File: config.mk
export PLATFORM = sky130hd
export DESIGN_NAME = imem_align
export DESIGN_NICKNAME = d
export VERILOG_FILES = /design/src/rtl/imem_align.sv
export SDC_FILE = /design/constraint.sdc
export NUM_CORES = 1
export LEC_CHECK = 0
export CORE_MARGIN = 2
export CORE_UTILIZATION = 46
export CTS_BUF_LIST = sky130_fd_sc_hd__clkbuf_4 sky130_fd_sc_hd__clkbuf_8
export CTS_CLUSTER_DIAMETER = 40
export DETAILED_ROUTE_END_ITERATION = 7
export GPL_TIMING_DRIVEN = 0
export PLACE_DENSITY = 0.69
export SYNTH_ARGS = -nofsm -noshare
export SYNTH_HDL_FRONTEND = slang
export SYNTH_SLANG_ARGS = --single-unit
File: constraint.sdc
create_clock -name clk -period 5.1 [get_ports clk]
set_clock_uncertainty 0.05 [all_clocks]
set_input_delay 0.765 -clock clk [delete_from_list [all_inputs] [get_ports clk]]
set_output_delay 0.765 -clock clk [all_outputs]
set_load 0.005 [all_outputs]
File: src/rtl/imem_align.sv
// rtl/imem_align.sv - instruction memory alignment buffer with two-word window and sequential prefetch
// Returns a 64-bit big-endian window at any halfword offset, spanning lo/hi buffered words.
module imem_align (
    input  logic        clk,
    input  logic        rst_n,
    input  logic [63:0] fetch_addr,
    input  logic        fetch_addr_valid,
    output logic [63:0] fetch_data,
    output logic        fetch_data_valid,
    output logic [63:0] mem_addr,
    output logic        mem_req,
    input  logic        mem_ack,
    input  logic [63:0] mem_rdata
);
    typedef enum logic [1:0] {IDLE, FILL_LO, FILL_HI} state_t;

    state_t      state_q;
    logic [63:0] lo_word_q, hi_word_q, fetch_data_q;
    logic [60:0] lo_tag_q, req_tag_q, redir_tag_q;
    logic        lo_valid_q, hi_valid_q, redirect_q, mem_req_q, fetch_data_valid_q;

    logic [60:0] tag, lo_next_tag, new_tag;
    logic [1:0]  off;
    logic        tag_is_lo, tag_is_hi, lo_hit, hi_hit, promote, covered, miss, ack_fire;
    logic        start_lo, start_hi;
    logic [63:0] lo_window, window;
    logic        unused_addr_bit;

    assign tag             = fetch_addr[63:3];
    assign off             = fetch_addr[2:1];
    assign unused_addr_bit = fetch_addr[0];
    assign lo_next_tag     = lo_tag_q + 61'd1;

    assign tag_is_lo = fetch_addr_valid && lo_valid_q && (tag == lo_tag_q);
    assign tag_is_hi = fetch_addr_valid && hi_valid_q && (tag == lo_next_tag);
    assign lo_hit    = tag_is_lo && ((off == 2'd0) || hi_valid_q);
    assign hi_hit    = tag_is_hi && (off == 2'd0);
    assign promote   = tag_is_hi;

    // Addresses already being fetched (or whose second half is about to be
    // prefetched) wait instead of counting as a fresh miss every cycle.
    assign covered = (state_q == FILL_LO && !redirect_q && req_tag_q == tag)
                  || (redirect_q && redir_tag_q == tag)
                  || (tag_is_lo && !hi_valid_q)
                  || (state_q == FILL_HI && !redirect_q && lo_valid_q && req_tag_q == tag);
    assign miss     = fetch_addr_valid && !lo_hit && !promote && !covered;
    assign ack_fire = mem_ack && (state_q != IDLE);

    always_comb begin
        lo_window = lo_word_q;
        case (off)
            2'd0: lo_window = lo_word_q;
            2'd1: lo_window = {lo_word_q[47:0], hi_word_q[63:48]};
            2'd2: lo_window = {lo_word_q[31:0], hi_word_q[63:32]};
            2'd3: lo_window = {lo_word_q[15:0], hi_word_q[63:16]};
            default: lo_window = lo_word_q;
        endcase
        window = hi_hit ? hi_word_q : lo_window;
    end

    // Miss beats prefetch; a redirected request reissues on the discarded ack.
    always_comb begin
        start_lo = 1'b0;
        start_hi = 1'b0;
        new_tag  = tag;
        if (miss && (state_q == IDLE || ack_fire)) begin
            start_lo = 1'b1;
        end else if (!miss && ack_fire && redirect_q) begin
            start_lo = 1'b1;
            new_tag  = redir_tag_q;
        end else if (!miss && state_q == IDLE && lo_valid_q && !hi_valid_q) begin
            start_hi = 1'b1;
            new_tag  = lo_next_tag;
        end
    end

    always_ff @(posedge clk or negedge rst_n) begin
        if (!rst_n) begin
            state_q            <= IDLE;
            lo_word_q          <= '0;
            hi_word_q          <= '0;
            lo_tag_q           <= '0;
            req_tag_q          <= '0;
            redir_tag_q        <= '0;
            lo_valid_q         <= 1'b0;
            hi_valid_q         <= 1'b0;
            redirect_q         <= 1'b0;
            mem_req_q          <= 1'b0;
            fetch_data_q       <= '0;
            fetch_data_valid_q <= 1'b0;
        end else begin
            if (ack_fire && !redirect_q && !miss) begin
                if (state_q == FILL_LO) begin
                    lo_word_q  <= mem_rdata;
                    lo_tag_q   <= req_tag_q;
                    lo_valid_q <= 1'b1;
                end else if (lo_valid_q && (lo_tag_q == req_tag_q - 61'd1)) begin
                    hi_word_q  <= mem_rdata;
                    hi_valid_q <= 1'b1;
                end
            end

            if (promote) begin
                lo_word_q  <= hi_word_q;
                lo_tag_q   <= lo_next_tag;
                hi_valid_q <= 1'b0;
            end

            if (miss) begin
                lo_valid_q <= 1'b0;
                hi_valid_q <= 1'b0;
            end

            if (start_lo) begin
                redirect_q <= 1'b0;
            end else if (miss) begin
                redirect_q  <= 1'b1;
                redir_tag_q <= tag;
            end

            if (start_lo || start_hi) begin
                state_q   <= start_lo ? FILL_LO : FILL_HI;
                mem_req_q <= 1'b1;
                req_tag_q <= new_tag;
            end else if (ack_fire) begin
                state_q   <= IDLE;
                mem_req_q <= 1'b0;
            end

            fetch_data_valid_q <= lo_hit || hi_hit;
            fetch_data_q       <= (lo_hit || hi_hit) ? window : 64'd0;
        end
    end

    assign fetch_data       = fetch_data_q;
    assign fetch_data_valid = fetch_data_valid_q;
    assign mem_req          = mem_req_q;
    assign mem_addr         = {req_tag_q, 3'b000};
endmodule

==> summary.md <==
| Metric | Value |
|---|---|
| Status | `finished, violations left` |
| Violated checks | `negative setup slack` |
| PortBufs | `238` |
| CTS max path bufs | `3` |
| RSZ-0062 raised after global routing | `true` |
| Crit-path max cell delay | `0.88 ns` |
| Routed Antenna Nets | `0` |
| Share of layout cells above drive strength 1 | `15.1%` |
| Core Area | `0.0576 sq mm` |
| Worst R2R End | `fetch_data[7]` |
| Post-route insts no fill | `4329` |
| R2R depth | `15` |
| Max-capacitance violation count | `0` |
| Combinational power share | `45.7%` |
| Synth Cell Area | `0.0267 sq mm` |
| Tightest Hold Check Type | `input port to async pin` |
| Crit path kind | `input port to flop` |
| Ys Warns | `0` |
| Full die area | `0.0601 sq mm` |
| Lkg Pwr | `13.4 nW` |
| Pin count of the biggest net entering global routing | `119` |
| DRC violations left | `0` |
| CTS Buf Count | `83` |
| Fillers | `5407` |
| Final Max Slew Viols | `0` |
| Grt ovf | `0` |
| FFs w/ async S/R, synth | `100%` |
| Switching Fraction | `48.3%` |
| R2r setup slk | `-0.09 ns` |
| First-pass GRT wire length | `217000 microns` |
| Via count | `29900` |
| Peak Freq | `192 MHz` |
| Critical path's slowest cell | `buf_1` |
| Sequential power share | `30.6%` |
| Die Width | `245 microns` |
| P per Cell Area | `490 mW/mm^2` |
| CTS tree | `yes` |
| CP max FO | `10` |
| Cell Int Power | `8.38 mW` |
| Number of global-route vias before repair | `28600` |
| Die Span Y | `245 microns` |
| Post-synthesis sequential area ratio | `35.8%` |
| Final setup margin | `-0.0998 ns` |
| Worst slack at placement | `-2.54 ns` |
| Syn Area/Cell | `8.48 sq um` |
| Synth Flop Type | `dfrtp_1` |
| Root buffer cell | `clkbuf_8` |
| Routed WL | `157000 microns` |
| Critical path's most frequent cell | `nand4_1` |
| DRT Pass-1 Iters | `7` |
| Vias per cell | `6.90` |
| Worst EP arrival | `5.73 ns` |
| Post-DP HPWL | `123000 microns` |
| NetSw | `7.84 mW` |
| Startpoint Class | `input port` |
| Initial DRC count | `4580` |
| Boundary Pins | `262` |
| Post-synth EDFFs | `0` |
| Initial antenna violation count | `11` |
| H-tree Lvls | `3` |
| Final Hold Violating Endpoints | `0` |
| Hold_ws | `0.0354 ns` |
| Tmin final | `5.20 ns` |
| Number of distinct library cells after synthesis | `77` |
| Yosys reg bits | `382` |
| Worst slew pin tran | `1.14 ns` |
| Post-Place Cells | `4161` |
| Final Power | `16.2 mW` |
| Slew headroom | `23.9%` |
| Final period utilization | `102%` |
| GRT Util Overall | `51.4%` |
| CP Capture Type | `flop` |
| Total clock sinks | `382` |
| Starting density of the core | `46.4%` |
| CTS clk-pin slew, worst paths | `0.05 ns` |
| CP Data Required Time | `5.63 ns` |
| Clk pwr share | `23.7%` |
| Syn Inst Count | `3151` |
| Routability Congestion | `1.15` |
| Critical path cell sequence | `clkdlybuf4s50_1 > xnor2_1 > nand4_1 > nor4_1 > nand4_1 > nor4_2 > nor3_1 > clkbuf_2 > nor2b_1 > clkbuf_1 > buf_1 > mux2i_1 > a21o_1` |
| Clk Latency, worst-skew pair | `0.74 ns` |
| Nets | `3628` |
| Row count | `88` |
| Worst R2R Start | `lo_tag_q[8]` |
| Finish-stage setup viols | `88` |
| Wirelength per Cell | `36.3 microns` |
| IR Drop Worst-Case VDD | `0.000265 V` |
| Layout Utilization | `57.4%` |
| Synth-to-Final Area Change | `23.7%` |
[flip-flops by register name, summed over array words and instances (netlist names)]
signal and flops:
fetch_data 64, fetch_data_valid 1, hi_valid_q 1, hi_word_q 64
lo_tag_q 61, lo_valid_q 1, lo_word_q 64, mem_req 1
redir_tag_q 61, redirect_q 1, req_tag_q 61, state_q 2
[worst max-delay path, delay by kind of cell]
kind	cells	cell delay (ns)
compound gates	1	0.23
xor+xnor	1	0.61
buf+inv	4	2.21
mux	1	0.19
simple gates	6	1.72
[what timing repair did]
item | in CTS | in global routing
endpoints found under the setup margin | 382 | 377
pin swaps | 15 | 12
gates cloned | 0 | 0
setup buffers | 29 | 15
hold buffers | 0 | 0
resized for setup | 158 | 95
[routing by layer]
metal	track usage, %	routed length, microns
met1	58.9	53600
met2	75.5	65400
met3	19.0	20900
met4	44.1	17100
met5	0.408	74
[synth_stat cells, types with 16 or more instances]
cell type | instances | area share, %
a21oi_1 | 238 | 4.5
a221o_1 | 25 | 0.94
a22oi_1 | 30 | 0.84
a31oi_1 | 68 | 1.6
a32o_1 | 19 | 0.71
a32oi_1 | 25 | 0.82
and2_1 | 17 | 0.40
and3_1 | 33 | 0.77
and4_1 | 16 | 0.52
buf_1 | 30 | 0.42
buf_2 | 18 | 0.34
clkbuf_1 | 239 | 3.4
dfrtp_1 | 382 | 36
inv_1 | 243 | 3.4
mux2_2 | 62 | 2.6
mux2_4 | 60 | 3.4
mux2i_1 | 64 | 2.4
nand2_1 | 182 | 2.6
nand3_1 | 82 | 1.5
nand4_1 | 70 | 1.6
nor2_1 | 173 | 2.4
nor3_1 | 63 | 1.2
nor4_1 | 122 | 2.9
o21ai_0 | 197 | 3.7
o21bai_1 | 55 | 1.5
o221ai_1 | 16 | 0.52
o22ai_1 | 45 | 1.1
o32ai_1 | 17 | 0.56
or3_1 | 28 | 0.66
or4_1 | 18 | 0.51
xnor2_1 | 166 | 5.4
xor2_1 | 132 | 4.3
[metrics by stage]
stage | cell area [sq um] | TNS (ns)
floorplan | 26700 | 0
global placement | 30100 | -6234.02
detailed placement | 30200 | -586.44
CTS | 32800 | 0
global route | 33100 | -0.978
finish | 33100 | -2.07
[power by group through the flow]
stage,clock network (mW),logic (mW),registers [mW]
after global routing,3.95,7.61,4.96
after floorplan,0,4.08,4.24
after detailed placement,0,6.86,4.62
after global placement,0,6.87,4.63
after CTS,3.81,6.99,4.71
final,3.85,7.41,4.96
[cell families (layout without fill, tap and decap cells)]
logic type               count (synthesis)  in the layout  share of synthesized area [%]
XOR/XNOR                               298            298                           9.76
buffers and inverters                  542            947                           7.96
flip-flops                             382            382                           35.8
adder cells (fa/ha/maj)                  2              2                         0.0936
AND/OR/NAND/NOR                        853            853                           16.6
other                                    1              9                         0.0140
AO/OA/AOI/OAI                          887            887                           21.5
multiplexers                           186            186                           8.38
[area by class of cell]
class	count	area [sq um]	area share [%]
multi-input cells	2229	15700	47.5
repair buffers	287	2820	8.51
diodes	6	15.0	0.0454
clock buffers	112	1440	4.34
plain buffers	268	1250	3.80
well taps	765	957	2.89
clock inverters	37	403	1.22
inverters	243	916	2.77
flip-flops and latches	382	9580	29.0
[layout by cell type (no fill, tap or decap), types with 18 or more instances in the layout]
master	instances
a21oi_1	232
a221o_1	25
a22oi_1	30
a31oi_1	67
a32o_1	19
a32oi_1	25
and3_1	31
buf_1	19
buf_4	58
clkbuf_1	152
clkbuf_2	49
clkbuf_4	26
clkbuf_8	95
clkdlybuf4s50_1	237
clkinv_2	18
dfrtp_1	369
inv_1	241
mux2_2	62
mux2_4	60
mux2i_1	63
nand2_1	179
nand3_1	76
nand4_1	70
nor2_1	172
nor3_1	53
nor4_1	96
o21ai_0	196
o21bai_1	55
o22ai_1	44
or3_1	27
xnor2_1	162
xor2_1	132
[worst max-delay path by stage]
stage | slack [ns] | startpoint | depth (start not counted) | endpoint
floorplan | 0.25 | req_tag_q[0] | 16 | hi_word_q[10]
global placement | -14.53 | rst_n | 1 | lo_tag_q[44]
detailed placement | -2.54 | fetch_addr[14] | 14 | lo_tag_q[54]
CTS | 0.004 | req_tag_q[37] | 13 | hi_word_q[46]
global route | -0.03 | lo_tag_q[19] | 16 | hi_word_q[43]
finish | -0.1 | fetch_addr[14] | 13 | lo_tag_q[34]
Power figures use the tool's default switching activity.
